`src/rtl/vga_pkg.sv`:
```
// Shared VGA 640x480@60 timing constants and pixel types for the frame-buffer scanout.
// VRAM holds 160x120 RGB332 pixels, each shown as a 4x4 block on screen.
package vga_pkg;

    localparam int CNT_W = 10;

    localparam int H_VISIBLE = 640;
    localparam int H_FRONT   = 16;
    localparam int H_SYNC    = 96;
    localparam int H_BACK    = 48;
    localparam int H_TOTAL   = H_VISIBLE + H_FRONT + H_SYNC + H_BACK;

    localparam int V_VISIBLE = 480;
    localparam int V_FRONT   = 10;
    localparam int V_SYNC    = 2;
    localparam int V_BACK    = 33;
    localparam int V_TOTAL   = V_VISIBLE + V_FRONT + V_SYNC + V_BACK;

    localparam int H_SYNC_START = H_VISIBLE + H_FRONT;
    localparam int H_SYNC_END   = H_SYNC_START + H_SYNC;
    localparam int V_SYNC_START = V_VISIBLE + V_FRONT;
    localparam int V_SYNC_END   = V_SYNC_START + V_SYNC;

    localparam int VRAM_W = 160;
    localparam int VRAM_H = 120;

    typedef struct packed {
        logic [2:0] r;
        logic [2:0] g;
        logic [1:0] b;
    } rgb332_t;

    typedef struct packed {
        logic [3:0] r;
        logic [3:0] g;
        logic [3:0] b;
    } rgb444_t;

    // Widen each channel by repeating its top bits so full scale maps to 4'hF.
    function automatic rgb444_t expand_rgb332(input rgb332_t px);
        rgb444_t c;
        c.r = {px.r, px.r[2]};
        c.g = {px.g, px.g[2]};
        c.b = {px.b, px.b};
        return c;
    endfunction

endpackage

```
`src/rtl/vga_timing.sv`:
```
// Pixel-enable divider and raster counters for 640x480@60; produces raw (undelayed)
// sync, active-video and the vertical-blank strobe.
module vga_timing
    import vga_pkg::*;
(
    input  logic             clk,
    input  logic             rst_n,
    output logic             pe,
    output logic [CNT_W-1:0] h_cnt,
    output logic [CNT_W-1:0] v_cnt,
    output logic             hsync_raw,
    output logic             vsync_raw,
    output logic             active_raw,
    output logic             vblank
);

    logic h_last;
    logic v_last;

    assign h_last = (h_cnt == CNT_W'(H_TOTAL - 1));
    assign v_last = (v_cnt == CNT_W'(V_TOTAL - 1));

    // pe is low out of reset, so the first counting edge is the second clk edge.
    always_ff @(posedge clk or negedge rst_n) begin
        if (!rst_n) begin
            pe <= 1'b0;
        end else begin
            pe <= ~pe;
        end
    end

    always_ff @(posedge clk or negedge rst_n) begin
        if (!rst_n) begin
            h_cnt <= '0;
            v_cnt <= '0;
        end else if (pe) begin
            if (h_last) begin
                h_cnt <= '0;
                v_cnt <= v_last ? '0 : v_cnt + CNT_W'(1);
            end else begin
                h_cnt <= h_cnt + CNT_W'(1);
            end
        end
    end

    // High for one clk right after the edge that moves the raster onto line 480.
    always_ff @(posedge clk or negedge rst_n) begin
        if (!rst_n) begin
            vblank <= 1'b0;
        end else begin
            vblank <= pe && h_last && (v_cnt == CNT_W'(V_VISIBLE - 1));
        end
    end

    assign hsync_raw  = !((h_cnt >= CNT_W'(H_SYNC_START)) && (h_cnt < CNT_W'(H_SYNC_END)));
    assign vsync_raw  = !((v_cnt >= CNT_W'(V_SYNC_START)) && (v_cnt < CNT_W'(V_SYNC_END)));
    assign active_raw = (h_cnt < CNT_W'(H_VISIBLE)) && (v_cnt < CNT_W'(V_VISIBLE));

endmodule

```
`src/rtl/vga_scanout.sv`:
```
// Frame-buffer reader: walks VRAM in raster order, decodes RGB332 and drives the VGA pins
// with sync delayed to line up exactly with the colour path.
module vga_scanout
    import vga_pkg::*;
#(
    parameter int H_SCALE_LOG2 = 2,
    parameter int V_SCALE_LOG2 = 2,
    parameter int ADDR_W       = 15
) (
    input  logic              clk,
    input  logic              RST_N,
    output logic [ADDR_W-1:0] vram_addr_o,
    output logic              vram_re_o,
    input  logic [7:0]        vram_data_i,
    output logic              Hsync,
    output logic              Vsync,
    output logic [3:0]        vgaRed,
    output logic [3:0]        vgaGreen,
    output logic [3:0]        vgaBlue,
    output logic              vblank_o
);

    localparam int LAST_ADDR = VRAM_W * VRAM_H - 1;

    logic             pe;
    logic [CNT_W-1:0] h_cnt;
    logic [CNT_W-1:0] v_cnt;
    logic             hsync_raw;
    logic             vsync_raw;
    logic             active_raw;

    logic [ADDR_W-1:0] row;
    logic [ADDR_W-1:0] col;
    logic [ADDR_W-1:0] addr_next;

    logic    active_d1;
    logic    hsync_d1;
    logic    vsync_d1;
    rgb444_t colour;

    vga_timing u_timing (
        .clk        (clk),
        .rst_n      (RST_N),
        .pe         (pe),
        .h_cnt      (h_cnt),
        .v_cnt      (v_cnt),
        .hsync_raw  (hsync_raw),
        .vsync_raw  (vsync_raw),
        .active_raw (active_raw),
        .vblank     (vblank_o)
    );

    // row*160 built from two shifts; outside active video the address parks at 0.
    assign row       = ADDR_W'(v_cnt >> V_SCALE_LOG2);
    assign col       = ADDR_W'(h_cnt >> H_SCALE_LOG2);
    assign addr_next = (row << 7) + (row << 5) + col;

    assign colour = expand_rgb332(rgb332_t'(vram_data_i));

    // S1: issue the read and carry sync/active alongside it.
    always_ff @(posedge clk or negedge RST_N) begin
        if (!RST_N) begin
            vram_addr_o <= '0;
            vram_re_o   <= 1'b0;
            active_d1   <= 1'b0;
            hsync_d1    <= 1'b1;
            vsync_d1    <= 1'b1;
        end else if (pe) begin
            if (!active_raw) begin
                vram_addr_o <= '0;
            end else if (addr_next > ADDR_W'(LAST_ADDR)) begin
                vram_addr_o <= ADDR_W'(LAST_ADDR);
            end else begin
                vram_addr_o <= addr_next;
            end
            vram_re_o <= active_raw;
            active_d1 <= active_raw;
            hsync_d1  <= hsync_raw;
            vsync_d1  <= vsync_raw;
        end
    end

    // S2: read data arrived one clk after S1, so it is stable on the next pe.
    always_ff @(posedge clk or negedge RST_N) begin
        if (!RST_N) begin
            Hsync    <= 1'b1;
            Vsync    <= 1'b1;
            vgaRed   <= 4'h0;
            vgaGreen <= 4'h0;
            vgaBlue  <= 4'h0;
        end else if (pe) begin
            Hsync <= hsync_d1;
            Vsync <= vsync_d1;
            if (active_d1) begin
                vgaRed   <= colour.r;
                vgaGreen <= colour.g;
                vgaBlue  <= colour.b;
            end else begin
                vgaRed   <= 4'h0;
                vgaGreen <= 4'h0;
                vgaBlue  <= 4'h0;
            end
        end
    end

endmodule
```
`config.mk`:
```
export PLATFORM = sky130hd
export DESIGN_NAME = vga_scanout
export DESIGN_NICKNAME = d
export VERILOG_FILES = /design/src/rtl/vga_pkg.sv /design/src/rtl/vga_timing.sv /design/src/rtl/vga_scanout.sv
export SDC_FILE = /design/constraint.sdc
export NUM_CORES = 1
export LEC_CHECK = 0
export CORE_UTILIZATION = 30
export DETAILED_ROUTE_END_ITERATION = 7
export PLACE_DENSITY = 0.51
export SLEW_MARGIN = 10
export SYNTH_ARGS = -nofsm -noshare
export SYNTH_HDL_FRONTEND = slang
export SYNTH_SLANG_ARGS = --single-unit
```
`constraint.sdc`:
```
create_clock -name clk -period 3.6 [get_ports clk]
set_input_delay 0.72 -clock clk [delete_from_list [all_inputs] [get_ports clk]]
set_output_delay 0.72 -clock clk [all_outputs]
set_load 0.05 [all_outputs]
```
# Word level (Yosys, flattened, before mapping)

Cells that the tools add are included.

Bits in read-only memories: 0
Logic and storage cells: 43
Latch bits: 0
Bits in writable memories: 0
Bits in registers: 54
Memories kept: 0
Output and inout port bits: 31
Bits of input ports: 10

Multiply operators: 0
Divide/modulo/power cells: 0
$add $sub $neg: 4
Order comparisons: 7
Reduce and logical (&&, ||, !) cells: 8
Multiplexer cells: 7
Shift operators: 0
Bitwise logic cells: 1
Equal/unequal tests: 3

Operators by type and width:

| cell                                                        | count |
|---|---|
| two-way mux 15 bit                                          | 2 |
| adder 10 x 1 -> 10 bit, second input constant               | 2 |
| equality test 10 bit, second input constant                 | 2 |
| less-than comparator 10 bit, second input constant          | 2 |
| less-than comparator 10 x 9 -> 1 bit, second input constant | 2 |
| two-way mux 10 bit                                          | 2 |
| adder 15 x 13 -> 15 bit                                     | 1 |
| adder 15 x 8 -> 15 bit                                      | 1 |
| > comparator 15 bit, second input constant                  | 1 |
| two-way mux 4 bit                                           | 3 |
| equality test 10 x 9 -> 1 bit, second input constant        | 1 |
| >= comparator 10 bit, second input constant                 | 1 |
| >= comparator 10 x 9 -> 1 bit, second input constant        | 1 |
| logical AND 1 bit                                           | 5 |
| logical NOT 1 bit                                           | 2 |
| AND reduction 2 bit                                         | 1 |
| NOT 1 bit                                                   | 1 |

# Depth between registers and ports, before layout

Gate-level depths: netlist (run 1).

Depth in word-level cells: 5
Depth in mapped cells: 10

# Hierarchy

A second synthesis (run 1) with hierarchy kept.

Cells, all modules: 288
Area total of the unflattened synthesis: 2802.7 sq um

By module, submodules not included:

| module      | seq. area each (sq um) | cells an instance | instances | area an instance (sq um) |
|---|---|---|---|---|
| vga_scanout | 705.7                  | 170               | 1         | 1637.8 |
| vga_timing  | 550.5                  | 118               | 1         | 1164.9 |

# Least setup slack after synthesis (run 1)

Ideal clock, no wire load.

Path type: reg2reg
From: register u_timing.v_cnt[2]
To: register vram_addr_o[9]
Slack: 0.694 ns
Data required time: 3.463 ns
Clock period less this slack: 2.906 ns
Stages on the path, launching flop included: 11
Arrival: 2.769 ns
Path through: dfrtp_1 inv_1 fa_1 inv_1 ha_1 a211oi_2 o21ai_1 or3_1 a32o_1 o21ai_4 o221ai_2

Longest elaborated chain between the ends: 5

Ends and longest elaborated chain:

| element                 | line              | source |
|---|---|---|
| from (decl)             | vga_timing.sv:10  | `output logic [CNT_W-1:0] v_cnt,` |
| from (signal assigned)  | vga_timing.sv:39  | `v_cnt <= v_last ? '0 : v_cnt + CNT_W'(1);` |
| adder 15 x 13 -> 15 bit | vga_scanout.sv:56 | `assign addr_next = (row << 7) + (row << 5) + col;` |
| adder 15 x 8 -> 15 bit  | vga_scanout.sv:56 |  |
| > comparator 15 bit     | vga_scanout.sv:71 | `end else if (addr_next > ADDR_W'(LAST_ADDR)) begin` |
| two-way mux 15 bit      | vga_scanout.sv:71 |  |
| two-way mux 15 bit (*)  | vga_scanout.sv:69 | `if (!active_raw) begin` |
| to (signal assigned)    | vga_scanout.sv:72 | `vram_addr_o <= ADDR_W'(LAST_ADDR);` |
| to (signal assigned)    | vga_scanout.sv:74 | `vram_addr_o <= addr_next;` |
| to (decl)               | vga_scanout.sv:12 | `output logic [ADDR_W-1:0] vram_addr_o,` |

Every way passes the cells marked *; elsewhere a longest branch is shown, timed or not.
A chain may end at the register's enable or synchronous reset.

# Worst setup path after layout (run 1)

Ends and elaborated chain as after synthesis.

==> flow_summary_export.csv, run 1 <==
group,metric,value,unit
run_status,status,"finished, final reports clean",
critical_path,r2r-end,"vram_addr_o[9]",
power_and_ir_drop,clockPowerShare,0.397,
yosys,synth-simple-area-share,0.184,
yosys,syn-instance-count,283,
yosys,synthTopCellsByArea,"dfrtp_1 40%, ha_1 8.3%, xnor2_1 4.3%",
die,dieHeight,99.4,µm
power_and_ir_drop,sequentialPowerShare,0.541,
global_route,overflow,0,
global_route,busiest_layer,"met2",
sta,setup_viol,0,
critical_path,cp_max_fo,9,
critical_path,cp-end-kind,"flip-flop",
critical_path,cp-start-kind,"flip-flop",
critical_path,cp.required,3790,ps
yosys,yosysSeqAreaShare,0.441,
sta,fin_tns_setup,0,ps
critical_path,slowest_stage,"fa_1",
layout,n_antenna_cell,0,
critical_path,cp_top_family,"compound AO/OA/AOI/OAI gates",
power_and_ir_drop,p_int,0.000801,W
routing,num_vias,2164,
die,core.rowCount,35,
routing,first_iter_violations,82,
yosys,yosysTopAreaCell,"dfrtp_1",
yosys,synth.net_count,314,
yosys,synth-edff-count,0,
power_and_ir_drop,leakage,1.59,nW
routing,vias_per_cell,5.06,
critical_path,crit_buf_inv,2,
critical_path,crit_type,"flip-flop to flip-flop",
layout,layout.nets,347,
global_route,grt_pass1_wl,9840,µm
yosys,synth_top_area_frac,0.404,
cts,cts_tree,"built",
critical_path,critPathLaunch,"u_timing.v_cnt[2]",
sta,hold_viol,0,
global_route,grt.met3_usage,0.0155,
yosys,yosysMostFrequentCell,"dfrtp_1",
layout,layout-drive-gt1-share,0.0883,
critical_path,cp_cell_sequence,"inv_1 -> fa_1 -> inv_1 -> ha_1 -> a211oi_2 -> o21ai_1 -> or3_1 -> a32o_1 -> o21ai_4 -> o221ai_2",
routing,wirelength,5900,µm
global_route,antenna_found_initial,0,
die,dieArea,9890,µm²
yosys,synth_async_sr_flop_share,1.00,
placed_design,place_hpwl,4270,µm
cts,ctsResizeCount,0,
yosys,synth_top_family_by_area,"simple AND/OR/NAND/NOR gates",
cts,insertion_delay,310,ps
layout,areaGrowthSynthToFinish,20.5,%
cts,clock_path_buffers,2,
sta,period_share,0.885,
yosys,synth_area,2850,µm²
yosys,syn_area_per_cell,10.1,µm²
routing,ant_nets,0,
sta,max_freq,314,MHz
yosys,synth_compound_area_frac,0.144,
flow_run,cap_violations,0,
sta,min_period,3190,ps
die,initial_core_util,0.310,
sta,hold_ws,392,ps
die,die_w,99.4,µm
power_and_ir_drop,power.density,307,nW/µm²
routing,first_pass_iters,4,
cts,cts_made_buffers,5,
yosys,synth_ff_type,"dfrtp_1",
routing,wl_per_cell,13.8,µm
critical_path,cp_slowest_stage_delay,570,ps
power_and_ir_drop,vdd_ir_drop_max,0.127,mV
sta,maxSlewHeadroom,0.580,
global_route,grt_pass1_vias,1992,
yosys,synth-xor-area-share,0.0615,
power_and_ir_drop,switchingPower,0.000251,W
cts,clock-sinks,50,
yosys,yosys.area_share.adder,0.0975,
routing,drc_errors,0,
critical_path,crit_cells,10,
sta,drv_slew,0,
critical_path,crit_arrival,3380,ps
cts,path_clk_slew,100,ps
yosys,yosys.cell_types.count,52,
critical_path,crit_top_cell,"inv_1",
global_route,grt.total_usage,0.124,
power_and_ir_drop,swShare,0.239,
global_route,grt_max_degree,32,
placed_design,io_buffers,40,
sta,tightestPinTransition,625,ps
cts,post_cts_buffers,0,
yosys,yosys_warnings,0,
die,ios,41,
critical_path,rrSetupSlack,410,ps
die,coreArea,9200,µm²
critical_path,r2r-start,"u_timing.v_cnt[2]",
global_route,grt_use_met1,0.175,
cts,cts.htree.levels,2,
sta,fin_skew,11.7,ps
layout,final_area,3430,µm²
cts,cts_root_buf,"clkbuf_8",
placed_design,gp_congestion,0.757,
cts,cts_hold_buf,0,
layout,fillers,921,
placed_design,placed_area,3310,µm²
sta,rsz0062_at_grt,"no",
worst_hold_path,hold_path.class,"input port to async pin",
critical_path,cp-endpoint,"vram_addr_o[9]",
power_and_ir_drop,pwr-share-comb,0.062,
yosys,synth-seq-cells,50,
yosys,netlist_top_cells_count,"46 x dfrtp_1, 21 x inv_1, 19 x ha_1, 18 x nand2_1, 16 x nor2_1",
critical_path,r2r_cells,10,
global_route,use_met2,0.196,
yosys,synth_mux_area_frac,0.0114,
[registers in the layout (all words and copies together) (netlist names), 2 cells and up]
name and flops:
u_timing.h_cnt 10, u_timing.v_cnt 10, vgaBlue 2, vgaGreen 3, vgaRed 3, vram_addr_o 15
[metrics by stage]
step	util	setup slack [ps]	power, W	cells
floorplan	-	694	0.000613	283
global placement	0.360	499	0.000646	420
detailed placement	0.360	423	0.000646	420
CTS	0.373	393	0.00107	428
global route	0.373	206	0.00110	428
finish	0.373	413	0.00105	428
[cells by family (layout without fill, tap and decap cells)]
family	Yosys count	count (layout)
AND/OR/NAND/NOR	93	93
AO/OA/AOI/OAI	57	57
flip-flops	50	50
buffers and inverters	39	73
adder cells (fa/ha/maj)	21	21
XOR/XNOR	20	20
multiplexers	3	3
[metal layers]
layer	vias up	routed length [µm]
li1	1071	-
met1	1049	3010
met2	37	2630
met3	7	172
met4	0	86
met5	-	0
[layout make-up]
| cell class | instances | area (µm²) | share of cell area |
|---|---|---|---|
| Multi-Input combinational cell | 194 | 1420 | 0.413 |
| Sequential cell | 50 | 1260 | 0.366 |
| Timing Repair Buffer | 43 | 418 | 0.122 |
| Tap cell | 111 | 139 | 0.0405 |
| Inverter | 22 | 82.6 | 0.0241 |
| Clock buffer | 5 | 68.8 | 0.0201 |
| Clock inverter | 3 | 48.8 | 0.0142 |
[power by group through the flow]
stage	clock (W)	combinational (W)	sequential, W
3_3_place_gp	0	0.0000667	0.000579
6_report	0.000418	0.0000650	0.000569
2_1_floorplan	0	0.0000169	0.000596
3_5_place_dp	0	0.0000664	0.000580
5_1_grt	0.000458	0.0000705	0.000570
4_1_cts	0.000432	0.0000665	0.000569
[worst min-delay path by stage]
stage / from / to / slack [ps] / depth (start not counted)
6_report: RST_N / vgaGreen[0] / 390 / 1
5_1_grt: RST_N / vgaGreen[0] / 430 / 1
4_1_cts: RST_N / vgaGreen[0] / 410 / 1
3_5_place_dp: vram_addr_o[14] / vram_addr_o[14] / 480 / 1
3_3_place_gp: vram_addr_o[14] / vram_addr_o[14] / 460 / 1
2_1_floorplan: RST_N / active_d1 / 420 / 0
[cell usage in the layout (no fill, tap or decap), types with 2 or more instances in the layout]
master / count
clkdlybuf4s50_1: 39
mux2_2: 2
buf_4: 3
o2bb2ai_1: 2
a22oi_1: 8
ha_1: 19
xor2_1: 6
xnor2_1: 14
nand2b_1: 2
nor4_2: 2
o31a_1: 2
a21oi_1: 6
nand3_1: 14
a21o_1: 7
dfrtp_1: 46
and2_1: 2
o21ai_0: 15
dfstp_2: 4
fa_1: 2
a32o_1: 3
nor3_1: 11
nor2_1: 16
nand4_1: 10
and3_1: 4
inv_1: 21
nand2_1: 18
or3_1: 3
nand4b_1: 2
nand3b_1: 2
clkbuf_8: 5
o21ai_1: 4
(Power assumes the default switching activity.)
==> run 2, diff against run 1 <==
clock period = 3.19 ns   (was 3.6 ns; I/O delays follow)
==> run 2 against run 1 <==
Against the previous run: clock skew up 2.6 ps; global-route usage up 0.053 points; final cell count up 1.4%; wire length up 4.2%; critical path type unchanged; highest routed layer unchanged.
==> flow_summary_export.csv, run 2 (synthesis results as in run 1) <==
group,metric,value,unit
run_status,status,"finished, final reports clean",
cts,clock_path_buffers,2,
sta,maxSlewHeadroom,0.541,
sta,min_period,3020,ps
global_route,grt_pass1_wl,9790,µm
worst_hold_path,hold_path.class,"input port to async pin",
routing,drc_errors,0,
die,dieHeight,99.4,µm
placed_design,place_hpwl,4290,µm
die,initial_core_util,0.310,
cts,clock-sinks,50,
cts,path_clk_slew,100,ps
critical_path,cp-end-kind,"flip-flop",
routing,first_pass_iters,4,
global_route,grt_max_degree,51,
layout,largest_reg_flops,15,
critical_path,cp_cell_sequence,"inv_1 -> fa_1 -> inv_1 -> ha_1 -> a211oi_2 -> o21ai_1 -> or3_1 -> a32o_2 -> o21ai_1 -> a32o_1",
layout,layout_common_cells,"46 x dfrtp_1, 39 x clkdlybuf4s50_1, 21 x inv_1, 19 x ha_1, 18 x nand2_1",
critical_path,r2r_cells,10,
layout,areaGrowthSynthToFinish,22.2,%
critical_path,cp-start-kind,"flip-flop",
cts,cts_tree,"built",
routing,first_iter_violations,80,
sta,fin_skew,14.3,ps
die,die_w,99.4,µm
layout,n_antenna_cell,0,
critical_path,crit_arrival,3260,ps
sta,hold_viol,0,
routing,vias_per_cell,4.98,
placed_design,placed_area,3340,µm²
critical_path,crit_type,"flip-flop to flip-flop",
sta,tightestPinTransition,682,ps
sta,drv_slew,0,
cts,cts_made_buffers,5,
global_route,overflow,0,
routing,wl_per_cell,14.1,µm
power_and_ir_drop,leakage,1.63,nW
routing,wirelength,6140,µm
die,core.rowCount,35,
critical_path,cp.required,3430,ps
critical_path,slowest_stage,"fa_1",
critical_path,cp_top_family,"compound AO/OA/AOI/OAI gates",
critical_path,rrSetupSlack,170,ps
layout,regMostFlops,"vram_addr_o",
critical_path,cp_max_fo,4,
die,ios,41,
routing,ant_nets,0,
cts,cts_hold_buf,0,
critical_path,r2r-end,"vram_addr_o[8]",
critical_path,crit_buf_inv,2,
global_route,antenna_found_initial,0,
critical_path,r2r-start,"u_timing.h_cnt[9]",
layout,utilization,0.379,
flow_run,cap_violations,0,
global_route,grt_pass1_vias,1995,
power_and_ir_drop,vdd_ir_drop_max,0.160,mV
layout,reg_top3,"vram_addr_o x15, u_timing.h_cnt x10, u_timing.v_cnt x10",
placed_design,gp_congestion,0.717,
layout,final_common_cell,"dfrtp_1",
routing,num_vias,2162,
sta,max_freq,331,MHz
cts,cts.htree.levels,2,
layout,layout.nets,353,
sta,fin_ws,168,ps
placed_design,pre_cts_ws,71.6,ps
power_and_ir_drop,power.density,336,nW/µm²
layout,final_area,3480,µm²
layout,layout-drive-gt1-share,0.105,
die,dieArea,9890,µm²
cts,cts_root_buf,"clkbuf_8",
cts,insertion_delay,310,ps
die,coreArea,9200,µm²
placed_design,io_buffers,40,
critical_path,cp_slowest_stage_delay,600,ps
sta,period_share,0.947,
global_route,grt.total_usage,0.124,
sta,setup_viol,0,
layout,fillers,923,
[run 2: cell count changes in the layout (fill, tap and decap cells not counted), sizes merged]
cell | before | now
buf | 4 | 9
o21ai | 20 | 21
clkbuf | 5 | 6
inv | 22 | 21
clkinvlp | 1 | 0
clkinv | 1 | 2
[run 2: worst max-delay path by stage]
stage,start,to,cells after the start
global placement,u_timing.h_cnt[9],vram_addr_o[9],10
global route,u_timing.h_cnt[9],vram_addr_o[8],10
floorplan,u_timing.v_cnt[2],vram_addr_o[9],10
detailed placement,u_timing.h_cnt[9],vram_addr_o[9],10
finish,u_timing.h_cnt[9],vram_addr_o[8],10
CTS,u_timing.h_cnt[9],vram_addr_o[9],10
[run 2: layout make-up]
cell class | count | area [µm²] | share of cell area
Clock buffer | 6 | 72.6 | 0.0208
Clock inverter | 2 | 38.8 | 0.0111
Multi-Input combinational cell | 195 | 1440 | 0.413
Sequential cell | 50 | 1260 | 0.361
Inverter | 22 | 82.6 | 0.0237
Timing Repair Buffer | 48 | 455 | 0.131
Tap cell | 111 | 139 | 0.0399
[run 2: power breakdown]
part           switching (W)  internal (W)  leakage [nW]
registers         0.00000296      0.000639         0.637
logic              0.0000475     0.0000256         0.935
clock network       0.000220      0.000236        0.0554
total               0.000271      0.000900          1.63
[run 2: timing repair]
action	4_1_cts	5_1_grt
endpoints found under the setup margin	0	10
gates resized for setup	0	2
setup buffers	0	1
[run 2: layer usage]
layer	wire length (µm)	track usage	vias up	part of all wire
met3	162	0.0239	8	0.026
met2	2810	0.198	39	0.46
met4	114	0.0452	0	0.019
li1	-	-	1076	-
met5	0	0	-	0
met1	3060	0.168	1039	0.50
[run 2: through the flow]
| step | total power [W] | hold WS [ps] | setup TNS, ps | cells |
|---|---|---|---|---|
| 2_1_floorplan | 0.000692 | 342 | 0 | 283 |
| 3_3_place_gp | 0.000729 | 464 | 0 | 424 |
| 3_5_place_dp | 0.000729 | 473 | 0 | 424 |
| 4_1_cts | 0.00119 | 460 | 0 | 432 |
| 5_1_grt | 0.00122 | 470 | -7.74 | 434 |
| 6_report | 0.00117 | 410 | 0 | 434 |
==> run 3, diff against run 2 <==
ABC_AREA = 1   (was not set)
SLEW_MARGIN = 0   (was 10)
==> run 3 against run 2 <==
Against the previous run: synthesized cell count rose by 35%; count of clock-buffer cells in the layout did not move; clock skew fell by 5.6 ps; setup slack improved by 190 ps; non-clock buffer count fell by 5; area after synthesis rose by 3.2%; die area rose by 3.1%; register-to-register slack improved by 190 ps; global-route usage rose by 1.4 points; combinational power fell by 2%; critical path type unchanged.
==> flow_summary_export.csv, run 3 <==
group,metric,value,unit
yosys,synth_async_sr_flop_share,1.00,
yosys,syn_area_per_cell,7.71,µm²
global_route,grt_use_met1,0.187,
yosys,synth-edff-count,0,
critical_path,cp-end-kind,"flip-flop",
sta,period_share,0.888,
sta,setup_viol,0,
layout,fillers,1043,
routing,ant_nets,0,
yosys,yosysTopAreaCell,"dfrtp_1",
critical_path,cp_cell_sequence,"clkinv_1 -> fa_1 -> fa_1 -> inv_1 -> nand3_1 -> nand2_1 -> nand3_1 -> nand2_1 -> nand2_1 -> nand2_1 -> inv_1 -> nand2_2 -> nand2_1 -> nand2_1 -> nand2_1",
cts,clock_path_buffers,2,
cts,cts_hold_buf,0,
sta,hold_ws,250,ps
cts,cts_tree,"built",
yosys,yosys.cell_types.count,32,
sta,tightestPinTransition,517,ps
yosys,yosys_warnings,0,
yosys,yosysMostFrequentCell,"nand2_1",
cts,post_cts_buffers,0,
cts,ctsResizeCount,0,
power_and_ir_drop,vdd_ir_drop_max,0.156,mV
routing,first_iter_violations,87,
layout,regArea,1260,µm²
critical_path,crit_top_cell,"nand2_1",
power_and_ir_drop,power.density,306,nW/µm²
global_route,grt_pass1_vias,2331,
cts,cts_root_buf,"clkbuf_8",
critical_path,crit_type,"flip-flop to flip-flop",
global_route,busiest_layer,"met2",
yosys,synth-seq-cells,50,
global_route,grt_pass1_wl,11100,µm
routing,vias_per_cell,4.47,
cts,cts_made_buffers,5,
cts,insertion_delay,300,ps
power_and_ir_drop,leakage,1.85,nW
sta,max_freq,353,MHz
worst_hold_path,hold_path.class,"input port to async pin",
yosys,synthTopCellsByArea,"dfrtp_1 39%, nand2_1 15%, ha_1 8.1%",
yosys,synth.net_count,412,
placed_design,place_hpwl,4860,µm
die,dieArea,10200,µm²
global_route,grt.total_usage,0.138,
critical_path,cp_max_fo,13,
sta,drv_slew,0,
routing,first_pass_iters,5,
critical_path,r2r-start,"u_timing.v_cnt[4]",
cts,clock-sinks,50,
routing,drc_errors,0,
cts,path_clk_slew,90,ps
sta,rsz0062_at_grt,"no",
critical_path,slowest_stage,"fa_1",
sta,hold_viol,0,
global_route,overflow,0,
sta,min_period,2830,ps
layout,layout.nets,450,
layout,multi_input_area,1380,µm²
die,coreArea,9370,µm²
die,ios,41,
yosys,yosysSeqAreaShare,0.427,
die,initial_core_util,0.314,
yosys,synth_top_area_frac,0.392,
critical_path,cp-start-kind,"flip-flop",
critical_path,critPathLaunch,"u_timing.v_cnt[4]",
sta,maxSlewHeadroom,0.654,
placed_design,gp_congestion,0.887,
cts,cts.htree.levels,2,
yosys,syn-instance-count,381,
layout,regMostFlops,"vram_addr_o",
placed_design,io_buffers,40,
yosys,synth_area,2940,µm²
critical_path,cp_slowest_stage_delay,550,ps
global_route,grt.met3_usage,0.0291,
layout,n_antenna_cell,0,
die,dieHeight,101,µm
routing,wl_per_cell,11.6,µm
global_route,antenna_found_initial,0,
die,core.rowCount,35,
yosys,synth_ff_type,"dfrtp_1",
sta,fin_skew,8.71,ps
routing,wirelength,6390,µm
layout,layout_common_cells,"119 x nand2_1, 60 x inv_1, 46 x dfrtp_1, 39 x clkdlybuf4s50_1, 30 x nand3_1",
yosys,netlist_top_cells_count,"119 x nand2_1, 60 x inv_1, 46 x dfrtp_1, 30 x nand3_1, 20 x nor2_1",
critical_path,cp.required,3380,ps
run_status,status,"finished, final reports clean",
sta,fin_tns_setup,0,ps
layout,final_common_cell,"nand2_1",
layout,reg_top3,"vram_addr_o x15, u_timing.h_cnt x10, u_timing.v_cnt x10",
die,die_w,101,µm
global_route,use_met2,0.223,
global_route,grt_max_degree,33,
layout,areaGrowthSynthToFinish,19.9,%
flow_run,cap_violations,0,
critical_path,crit_arrival,3030,ps
layout,layout-drive-gt1-share,0.0619,
routing,num_vias,2454,
layout,largest_reg_flops,15,
run 3: per-stage QoR:
step	util	cell area, µm²	power [W]	setup WS, ps	std cells
5_1_grt	0.376	3520	0.00113	94.8	549
2_1_floorplan	-	2940	0.000690	669	381
6_report	0.376	3520	0.00108	356	549
3_5_place_dp	0.367	3440	0.000729	409	541
4_1_cts	0.376	3520	0.00110	368	549
3_3_place_gp	0.367	3440	0.000728	482	541
run 3: layout make-up:
cell class | count | share of cell area
clock buffers | 6 | 0.0206
inverters | 61 | 0.0650
well taps | 129 | 0.0458
clock inverters | 2 | 0.00284
repair buffers | 43 | 0.119
multi-input cells | 258 | 0.391
flip-flops and latches | 50 | 0.356
run 3: layer usage:
| layer | up-vias | routed length (µm) | share of wire |
|---|---|---|---|
| met1 | 1140 | 3130 | 0.49 |
| met3 | 4 | 193 | 0.030 |
| met2 | 41 | 3010 | 0.47 |
| met4 | 0 | 55 | 0.0086 |
| met5 | - | 0 | 0 |
| li1 | 1269 | - | - |
run 3: kinds of logic after synthesis:
logic type | Yosys count | share of synthesized area
flip-flops | 50 | 0.427
XOR/XNOR | 7 | 0.0209
AND/OR/NAND/NOR | 207 | 0.309
AO/OA/AOI/OAI | 23 | 0.0439
buffers and inverters | 73 | 0.104
adder cells (fa/ha/maj) | 21 | 0.0945
run 3: where the power goes:
part / total (W) / switching (W) / internal, W / leakage, nW
sequential: 0.000642 / 0.00000319 / 0.000639 / 0.637
combinational: 0.0000719 / 0.0000471 / 0.0000248 / 1.17
clock: 0.000364 / 0.000212 / 0.000153 / 0.0450
total: 0.00108 / 0.000262 / 0.000816 / 1.85
run 3: worst max-delay path: cells and delay by family (launching register included):
| family | cells | cell delay [ps] |
|---|---|---|
| buffers and inverters | 3 | 400 |
| AND/OR/NAND/NOR | 10 | 880 |
| flip-flops | 1 | 420 |
| adder cells (fa/ha/maj) | 2 | 1020 |
run 3: final timing paths:
path,to,slack (ps),cells after the start
max,vram_addr_o[7],360,15
min,vgaBlue[1],250,1
max reg2reg,vram_addr_o[7],360,15
min reg2reg,Vsync,470,2
max in group asynchronous,hsync_d1,2130,2
min in group clk,Vsync,470,2
